File: src/rtl/stickit_scan.sv
// stickit_scan
// Charlieplexed 7-segment scan driver for the StickIt! LED Digits module.
// Each digit owns one "common" line that is driven high while its slot is
// active. The remaining seven lines carry the segments and are pulled low
// for lit segments or released otherwise. The top level builds the PMOD
// tri-state pads from the S_OUT / S_OE pair.
//
// Parameters
//   NUM_DIGITS : number of active digits (1..8); always 8 lines
//   DIV_LOG2   : log2 of clock cycles per digit slot (>= 4)
//
// Ports
//   CLK      in   system clock
//   RESET    in   asynchronous active-high reset
//   VALUE    in   hex value, nibble k shown on digit k (nibble 0 = rightmost)
//   DIGIT_EN in   per-digit enable, digit k blanked when bit k = 0
//   LZ_BLANK in   leading-zero suppression enable
//   BRIGHT   in   brightness, 15 = full slot, 0 = 1/16 of the slot
//   S_OUT    out  line drive level
//   S_OE     out  line drive enable (0 = released / Z)
//   FRAME    out  one-cycle strobe following each value snapshot
module stickit_scan #(
    parameter int NUM_DIGITS = 8,
    parameter int DIV_LOG2   = 10
) (
    input  logic                    CLK,
    input  logic                    RESET,
    input  logic [4*NUM_DIGITS-1:0] VALUE,
    input  logic [NUM_DIGITS-1:0]   DIGIT_EN,
    input  logic                    LZ_BLANK,
    input  logic [3:0]              BRIGHT,
    output logic [7:0]              S_OUT,
    output logic [7:0]              S_OE,
    output logic                    FRAME
);

    localparam logic [2:0] LAST_IDX = 3'(NUM_DIGITS - 1);

    logic [DIV_LOG2-1:0]   cnt;
    logic [2:0]            idx;
    logic [4*NUM_DIGITS-1:0] sh;

    logic        cnt_max;
    logic        frame_end;
    logic [31:0] sh_pad;
    logic [7:0]  en_pad;
    logic [3:0]  digit;
    logic [7:0]  glyph;
    logic        upper_nonzero;
    logic        leading_zero;
    logic [3:0]  phase;
    logic        blank;
    logic [7:0]  common;
    logic [7:0]  low_mask;
    logic [7:0]  seg_lines;
    logic [7:0]  next_oe;
    logic [7:0]  next_out;

    assign cnt_max   = &cnt;
    assign frame_end = cnt_max && (idx == LAST_IDX);

    // Slot counter and digit index. The index only advances when the slot
    // counter wraps, and wraps itself after the last active digit.
    always_ff @(posedge CLK or posedge RESET) begin
        if (RESET) begin
            cnt <= '0;
            idx <= '0;
        end else begin
            cnt <= cnt + 1'b1;
            if (cnt_max) begin
                if (idx == LAST_IDX) begin
                    idx <= '0;
                end else begin
                    idx <= idx + 3'd1;
                end
            end
        end
    end

    // Shadow copy of VALUE, refreshed only at the frame end so a frame never
    // mixes digits from two different values.
    always_ff @(posedge CLK or posedge RESET) begin
        if (RESET) begin
            sh <= '0;
        end else if (frame_end) begin
            sh <= VALUE;
        end
    end

    // Widen the shadow and enable vectors to the full 8-digit shape so the
    // index-driven selects below stay in range for any NUM_DIGITS.
    always_comb begin
        sh_pad = '0;
        en_pad = '0;
        for (int k = 0; k < NUM_DIGITS; k++) begin
            sh_pad[4*k +: 4] = sh[4*k +: 4];
            en_pad[k]        = DIGIT_EN[k];
        end
    end

    assign digit = sh_pad[{idx, 2'b00} +: 4];

    // Hex to lit-segment mask, bit0 = a ... bit6 = g. Bit 7 stays clear so
    // the line shift below never pushes a lit segment off the top.
    always_comb begin
        glyph = 8'h00;
        case (digit)
            4'h0: glyph = 8'h3F;
            4'h1: glyph = 8'h06;
            4'h2: glyph = 8'h5B;
            4'h3: glyph = 8'h4F;
            4'h4: glyph = 8'h66;
            4'h5: glyph = 8'h6D;
            4'h6: glyph = 8'h7D;
            4'h7: glyph = 8'h07;
            4'h8: glyph = 8'h7F;
            4'h9: glyph = 8'h67;
            4'hA: glyph = 8'h77;
            4'hB: glyph = 8'h7C;
            4'hC: glyph = 8'h39;
            4'hD: glyph = 8'h5E;
            4'hE: glyph = 8'h79;
            4'hF: glyph = 8'h71;
            default: glyph = 8'h00;
        endcase
    end

    // A digit is a leading zero when it and every more significant digit
    // are zero. Digit 0 is exempt so a zero value still shows one "0".
    always_comb begin
        upper_nonzero = 1'b0;
        for (int k = 0; k < NUM_DIGITS; k++) begin
            if ((3'(k) >= idx) && (sh[4*k +: 4] != 4'h0)) begin
                upper_nonzero = 1'b1;
            end
        end
        leading_zero = LZ_BLANK && (idx != 3'd0) && !upper_nonzero;
    end

    assign phase = cnt[DIV_LOG2-1 -: 4];

    assign blank = (cnt == '0) || (phase > BRIGHT) || !en_pad[idx] || leading_zero;

    // Segments below the common line map straight across; segments at or
    // above it move up one line to step around the common.
    always_comb begin
        common    = 8'd1 << idx;
        low_mask  = common - 8'd1;
        seg_lines = (glyph & low_mask) | ((glyph & ~low_mask) << 1);
        if (blank) begin
            next_oe  = 8'h00;
            next_out = 8'h00;
        end else begin
            next_oe  = seg_lines | common;
            next_out = common;
        end
    end

    // Registered line drive and frame strobe.
    always_ff @(posedge CLK or posedge RESET) begin
        if (RESET) begin
            S_OE  <= 8'h00;
            S_OUT <= 8'h00;
            FRAME <= 1'b0;
        end else begin
            S_OE  <= next_oe;
            S_OUT <= next_out;
            FRAME <= frame_end;
        end
    end

endmodule
File: config.mk
export PLATFORM = sky130hd
export DESIGN_NAME = stickit_scan
export DESIGN_NICKNAME = d
export VERILOG_FILES = /design/src/rtl/stickit_scan.sv
export SDC_FILE = /design/constraint.sdc
export NUM_CORES = 1
export LEC_CHECK = 0
export ABC_AREA = 1
export CORE_ASPECT_RATIO = 0.9
export CORE_MARGIN = 2
export CORE_UTILIZATION = 50
export DETAILED_ROUTE_END_ITERATION = 10
export PLACE_DENSITY = 0.84
export SLEW_MARGIN = 40
export SYNTH_ARGS = -nofsm -noshare
export SYNTH_HDL_FRONTEND = slang
export SYNTH_SLANG_ARGS = --single-unit
File: constraint.sdc
create_clock -name CLK -period 2.4 [get_ports CLK]
set_input_delay 0.36 -clock CLK [delete_from_list [all_inputs] [get_ports CLK]]
set_output_delay 0.36 -clock CLK [all_outputs]
set_load 0.05 [all_outputs]
==> metrics.txt, run 1 <==
gr usage total=between 20 and 25%; register area share after synthesis=42.8%; final core utilization=64.9%; clock share of power=41.7%; drt total wl=about 8300 microns; crit-path max FO=7; RSZ-0062 raised after global routing=false; setup slack after layout=between 0.2 and 0.25 ns; CP startpoint kind=register; CTS H-tree lvls=3; # fillers=587; grt total ovfl=0; cts hold-fix bufs=0; Clock Latency Late Sink=around 0.35 ns; Internal Power=about 1.6 mW; vias in the first global route=about 3200; Worst Hold Class=in2async; total negative slack=0 ns; Starting Density=around half; DIE HEIGHT=roughly 85 microns; Setup Viol. Count Final=0; largest net degree at the start of global routing=37; slew margin rel.=between 60% and 70%; # DRC=0; Comb power frac=under 10%; Longest Clk Path Bufs=2; Worst EP arrival=about 2.4 ns; fin cells=627; WL/cell=roughly 13 microns; most numerous cell on the critical path=nand2_1; worst reg-to-reg setup slack=around 0.2 ns; Syn Area/Cell=about 8.0 sq um; worst-margin pin slew=approximately 0.55 ns; status=completed; TritonCTS buffer count=9; CTS sink count=62; Pwr Total=2.08 mW; critical path data required time=approximately 2.6 ns; met2 wire len=around 4000 microns; routed metal-1 wire length=around 3500 microns; PortBufs=between 60 and 70; DIE WIDTH=about 94 microns; clock root cell=clkbuf_8; commonest non-fill, non-tap cells in the layout=143 x nand2_1, 63 x clkdlybuf4s50_1, 60 x dfrtp_1, 51 x inv_1; Setup crit end kind=register; Post-Place Cells=between 600 and 700; post-synth net total=520; max-cap viol count=0; Post-synth EDFFs=0; async set-reset flop share out of synthesis=100%; register share of total power=50.7%; synthesized instance count=454; fin. max-slew vios=0; DP Wirelength=6350 microns; Psw=approximately 470 uW; TritonCTS clock tree=done; fmax=around 0.45 GHz; first-pass GRT wire length=14200 microns; synth unique cells=34; Top Ports=between 60 and 70; initial antenna violation count=0; Yosys reg bits=62; Worst Setup Path Type=reg2reg; vias per inst=roughly 5; leakage=~2.2 nW; worst reg2reg path startpoint=idx[1]; 1st-iter DRT viols=about 190; pre-CTS WS=about 0.16 ns; layout cell share with drive strength beyond 1=roughly an eighth; Area growth, synth to finish=26.1%; Final Net Count=approximately 600; Sw Share=about 22%; worst-path cell chain=inv_2 > nand2_2 > a21oi_1 > o21ai_0 > nand4_1 > inv_1 > ha_1 > nand2_1 > nand2_1 > nand2_1 > nand2_1 > nand2_1 > nand2_1 > nand2_1; Power Density=around 450 nW/um^2; Worst R2R End=S_OE[1]; crit path time final=~2.2 ns; CP max-delay cell=dfrtp_2; CORE AREA=7040 sq um; VDD IR max=roughly 0.28 mV; die area=between 7000 and 8000 sq um; ys flop type=dfrtp_1; antenna viol nets, final=0; Slowest Stage Delay on Critical Path=around 0.48 ns; top layer in use=met4; Bufs and invs on worst path=2; First-pass DRT Iterations=5; Fin. Hold Viols=0; Ys Warns=0; via count=3165; num rows=29; Top Family by Delay on Critical Path=simple AND/OR/NAND/NOR gates; routability cong.=~0.88; critical path depth=14; Period Utilization, post-route=91.6%; Cell Area, Synth=3620 sq um; worst r2r path cells=14; diode count=0; clk_skew=just under 0.009 ns; Routed met3 length=585 microns; Clock Pin Slew Worst Setup and Hold Paths=approximately 0.060 ns; commonest non-fill, non-tap cell in the layout=nand2_1
-- cell families (layout without fill, tap and decap cells) --
family                     count (synthesis)  in the layout  share of synthesized area, %
and+or+nand+nor                          239            239                          31.2
DFF                                       62             62                          42.8
buffers and inverters                     73            153                          9.46
AOI/OAI and AO/OA                         52             52                          7.80
adders and majority gates                 19             19                          6.56
xor gates and xnor gates                   9              9                          2.17
-- Yosys cell counts, types with 4 or more instances --
| cell type | count | area [sq um] |
|---|---|---|
| nor2_1 | 29 | 109 |
| o211ai_1 | 6 | 45.0 |
| inv_1 | 52 | 195 |
| o21ai_0 | 28 | 140 |
| nand3_1 | 29 | 145 |
| nand2_1 | 143 | 537 |
| dfrtp_1 | 62 | 1550 |
| xor2_1 | 7 | 61.3 |
| inv_2 | 4 | 15.0 |
| buf_4 | 6 | 45.0 |
| a21oi_1 | 7 | 35.0 |
| o21ai_1 | 9 | 45.0 |
| nand2_4 | 4 | 45.0 |
| nand2_2 | 7 | 43.8 |
| inv_4 | 4 | 25.0 |
| ha_1 | 19 | 238 |
| nand3_2 | 6 | 60.1 |
| nand4_1 | 6 | 37.5 |
-- how the worst max path moves through the flow --
stage	start	end	slack (ns)
final	idx[1]	S_OE[1]	0.20
after global routing	idx[1]	S_OE[1]	0.04
after CTS	idx[2]	S_OE[1]	0.13
after detailed placement	BRIGHT[1]	S_OE[6]	0.16
after global placement	idx[1]	S_OUT[1]	0.22
after floorplan	idx[0]	S_OE[3]	0.47
-- registers in the layout (all words and copies together) (netlist names) --
name,count
sh,32
cnt,10
S_OE,8
S_OUT,8
idx,3
FRAME,1
-- routing by layer --
layer,global-route usage [%],up-vias
met5,0,-
met4,10.9,0
met3,5.92,21
met2,37.5,124
met1,28.5,1445
li1,-,1575
-- layout make-up --
type	instances	area [sq um]	share of cell area, %
inverter	60	235	5.15
timing repair buffer	77	752	16.5
tap	93	116	2.55
sequential	62	1550	34.0
multi-input combinational	319	1730	37.9
clock inverter	5	50.0	1.10
clock buffer	11	131	2.88
-- power groups by stage --
| stage | logic [mW] | clock network (mW) | registers (mW) |
|---|---|---|---|
| 6_report | 0.158 | 0.865 | 1.05 |
| 5_1_grt | 0.172 | 0.947 | 1.05 |
| 4_1_cts | 0.161 | 0.881 | 1.05 |
| 3_5_place_dp | 0.161 | 0 | 1.07 |
| 3_3_place_gp | 0.158 | 0 | 1.07 |
| 2_1_floorplan | 0.0356 | 0 | 1.09 |
-- timing repair --
action | 4_1_cts | 5_1_grt
setup endpoints to repair | 0 | 8
resized for setup | 0 | 3
setup buffers | 0 | 1
hold endpoints to repair | 0 | 0
-- through the flow --
| step | area, sq um | hold slack, ns |
|---|---|---|
| final | 4570 | 0.393 |
| after floorplan | 3620 | 0.442 |
| after detailed placement | 4370 | 0.466 |
| after CTS | 4560 | 0.401 |
| after global routing | 4570 | 0.422 |
| after global placement | 4370 | 0.463 |
Power figures use the tool's default switching activity.
==> inputs of run 2 (changes only) <==
--- a/config.mk
+++ b/config.mk
@@ -5,12 +5,12 @@
 export SDC_FILE = /design/constraint.sdc
 export NUM_CORES = 1
 export LEC_CHECK = 0
-export ABC_AREA = 1
 export CORE_ASPECT_RATIO = 0.9
 export CORE_MARGIN = 2
-export CORE_UTILIZATION = 50
+export CORE_UTILIZATION = 47
 export DETAILED_ROUTE_END_ITERATION = 10
 export PLACE_DENSITY = 0.84
+export REMOVE_ABC_BUFFERS = 1
 export SLEW_MARGIN = 40
 export SYNTH_ARGS = -nofsm -noshare
 export SYNTH_HDL_FRONTEND = slang
==> constraint.sdc (replaced) <==
create_clock -name CLK -period 1.9 [get_ports CLK]
set_input_delay 0.285 -clock CLK [delete_from_list [all_inputs] [get_ports CLK]]
set_output_delay 0.285 -clock CLK [all_outputs]
set_load 0.05 [all_outputs]
==> run 2 against run 1 <==
Compared with the run above:
- the flow now finishes with violations (negative setup slack)
- via count is 12% lower
- sequential power up 27%
- worst hold slack got worse by 0.11 ns
- final area increased by 12%
- global-route usage is 1.4 points higher
- synthesized area decreased by 6.9%
- largest power group unchanged
- highest routed layer unchanged
==> metrics.txt, run 2 <==
top post-synthesis cells by area=dfrtp_1 46%, mux2_2 11%, ha_1 7.0%, mux4_2 5.3%, mux2i_1 2.4%; cell taking the most area after synthesis=dfrtp_1; Top reg by flops=sh; CORE AREA=7000 sq um (-0.52%); synthesized instance count=286 (-37%); Longest Clk Path Bufs=2 (unchanged); Fin. Hold Viols=0 (unchanged); Ys Warns=0 (unchanged); Cell Area, Synth=3370 sq um (-6.9%); synth unique cells=48 (+41%); fin cells=516 (-18%); CP startpoint kind=register; via count=2794 (-12%); most instantiated cells after synthesis=62 x dfrtp_1, 34 x mux2_2, 19 x ha_1; # DRC=0 (unchanged); commonest non-fill, non-tap cell in the layout=clkdlybuf4s50_1; status=complete, but fails checks; largest net degree at the start of global routing=63 (+70%); 1st-iter DRT viols=115 (-40%); Syn Area/Cell=11.8 sq um (+48%); fmax=0.433 GHz (-4.9%); grt total ovfl=0 (unchanged); worst reg-to-reg setup slack=-0.41 ns (-0.61 ns); max-cap viol count=0 (unchanged); First-pass DRT Iterations=4 (-1); num rows=29 (unchanged); routability cong.=0.903 (+3.0%); first-pass GRT wire length=14700 microns (+3.6%); gr usage total=24.5% (+1.4 points); fin. max-slew vios=0 (unchanged); biggest regs=sh: 32 flops, cnt: 10 flops; Final Net Count=485 (-18%); TritonCTS buffer count=9 (unchanged); WL/cell=17.5 microns (+32%); # fillers=455 (-22%); DIE HEIGHT=84.4 microns (-0.48%); async set-reset flop share out of synthesis=100% (unchanged); antenna viol nets, final=0 (unchanged); clock root cell=clkbuf_8; Starting Density=48.2% (-3.3 points); slew margin rel.=66.3% (+3.3 points); Area growth, synth to finish=52.4%; register area share after synthesis=46.0% (+3.2 points); DIE WIDTH=93.3 microns (-0.48%); leakage=2.39 nW (+7.1%); clk_skew=0.00643 ns (-0.00234 ns); crit path time final=2.31 ns (+0.112 ns); total negative slack=-9.03 ns (-9.03 ns); Setup crit end kind=register; Post-Place Cells=489 (-20%); ys flop type=dfrtp_1; drt total wl=9040 microns (+8.8%); die area=7870 sq um (-0.96%); Yosys reg bits=62 (unchanged); worst-margin pin slew=0.504 ns (-0.0504 ns); cts hold-fix bufs=0 (unchanged); setup slack after layout=-0.412 ns (-0.612 ns); CTS sink count=62 (unchanged); DP Wirelength=5910 microns (-7.0%); CTS H-tree lvls=3 (unchanged); commonest non-fill, non-tap cells in the layout=63 x clkdlybuf4s50_1, 61 x dfrtp_1, 59 x buf_4, 33 x mux2_2; Worst EP arrival=2.54 ns (+0.11 ns); Period Utilization, post-route=122% (+30 points); crit-path max FO=8 (+1); VDD IR max=0.370 mV (+30%); Worst Hold Class=in2async; vias per inst=5.41 (+7.3%); max reg flops=32 (unchanged); failing checks=negative setup slack; TritonCTS clock tree=done; diode count=0 (unchanged); Clock Pin Slew Worst Setup and Hold Paths=0.06 ns (about the same); Pwr Total=2.58 mW (+24%); initial antenna violation count=0 (unchanged); layout cell share with drive strength beyond 1=40.2% (+27 points); final core utilization=73.4% (+8.5 points); RSZ-0062 raised after global routing=true; vias in the first global route=3078 (-2.4%); Clock Latency Late Sink=0.35 ns (about the same); most frequent cell after synthesis=dfrtp_1; hold slack=0.288 ns (-0.105 ns); Top Ports=64 (unchanged); critical path data required time=2.13 ns (-0.50 ns); Setup Viol. Count Final=48 (+48); final instance area=5140 sq um (+12%); placed instance area=4530 sq um (+3.5%); Synth top area share=46.0% (+3.2 points); Power Density=501 nW/um^2 (+10%); Worst Setup Path Type=reg2reg; pre-CTS WS=-0.517 ns (-0.678 ns); Post-synth EDFFs=0 (unchanged); PortBufs=63 (unchanged)
run 2: cell count changes in the layout (fill, tap and decap cells not counted), sizes merged, moves of 9 or more:
cell	before	now
nand3	35	9
mux2i	0	9
mux2	0	36
nor2	36	13
buf	14	73
nand2	155	13
inv	60	13
o21ai	38	11
run 2: repair_timing:
action | 4_1_cts | 5_1_grt
resized for setup | 53 | 13
pin swaps | 18 | 5
setup endpoints to repair | 48 | 48
cloned | 3 | 0
buffers inserted | 4 | 6
run 2: final cells by class:
| class | count | area [sq um] | share of cell area, % |
|---|---|---|---|
| flip-flops and latches | 62 | 1550 | 30.2 |
| clock inverters | 1 | 5.00 | 0.0974 |
| repair buffers | 137 | 1340 | 26.0 |
| multi-input cells | 196 | 1910 | 37.2 |
| inverters | 13 | 53.8 | 1.05 |
| clock buffers | 14 | 163 | 3.16 |
| well taps | 93 | 116 | 2.26 |
run 2: cells by family (layout without fill, tap and decap cells):
kind of cell    after synthesis  count (layout)  share of synthesized area, %
mux                          53              53                          20.4
buf+inv                      28             165                          3.93
fa+ha+maj                    19              19                          7.05
compound gates               40              40                          8.38
simple gates                 73              73                          11.4
xor+xnor                     11              11                          2.86
flops                        62              62                          46.0
run 2: worst max-delay path: stages, from the launching register on:
cell and delay (ns):
dfrtp_2 0.44, buf_6 0.15, mux4_2 0.55, mux2_4 0.34
buf_4 0.17, nor2_1 0.11, a32oi_2 0.07, o21ai_0 0.26
a21boi_2 0.09
run 2: routing by layer:
metal  part of all wire (%)  track usage, %
met3                    7.4            8.17
met2                     50            41.1
met5                      0               0
met4                    2.6            9.49
met1                     40            29.1
run 2: worst paths after layout:
path | startpoint | end | cells past startpoint
max | idx[0] | S_OE[4] | 8
max in group asynchronous | RESET | idx[0] | 3
min | RESET | sh[15] | 3
max reg2reg | idx[0] | S_OE[4] | 8
min in group CLK | cnt[4] | cnt[4] | 1
min reg2reg | cnt[4] | cnt[4] | 1
run 2: report_power, final:
part           switching [mW]  total (mW)  internal [mW]
sequential            0.00247        1.33           1.33
combinational           0.101       0.229          0.128
clock                   0.478        1.01          0.536
total                   0.582        2.58           1.99
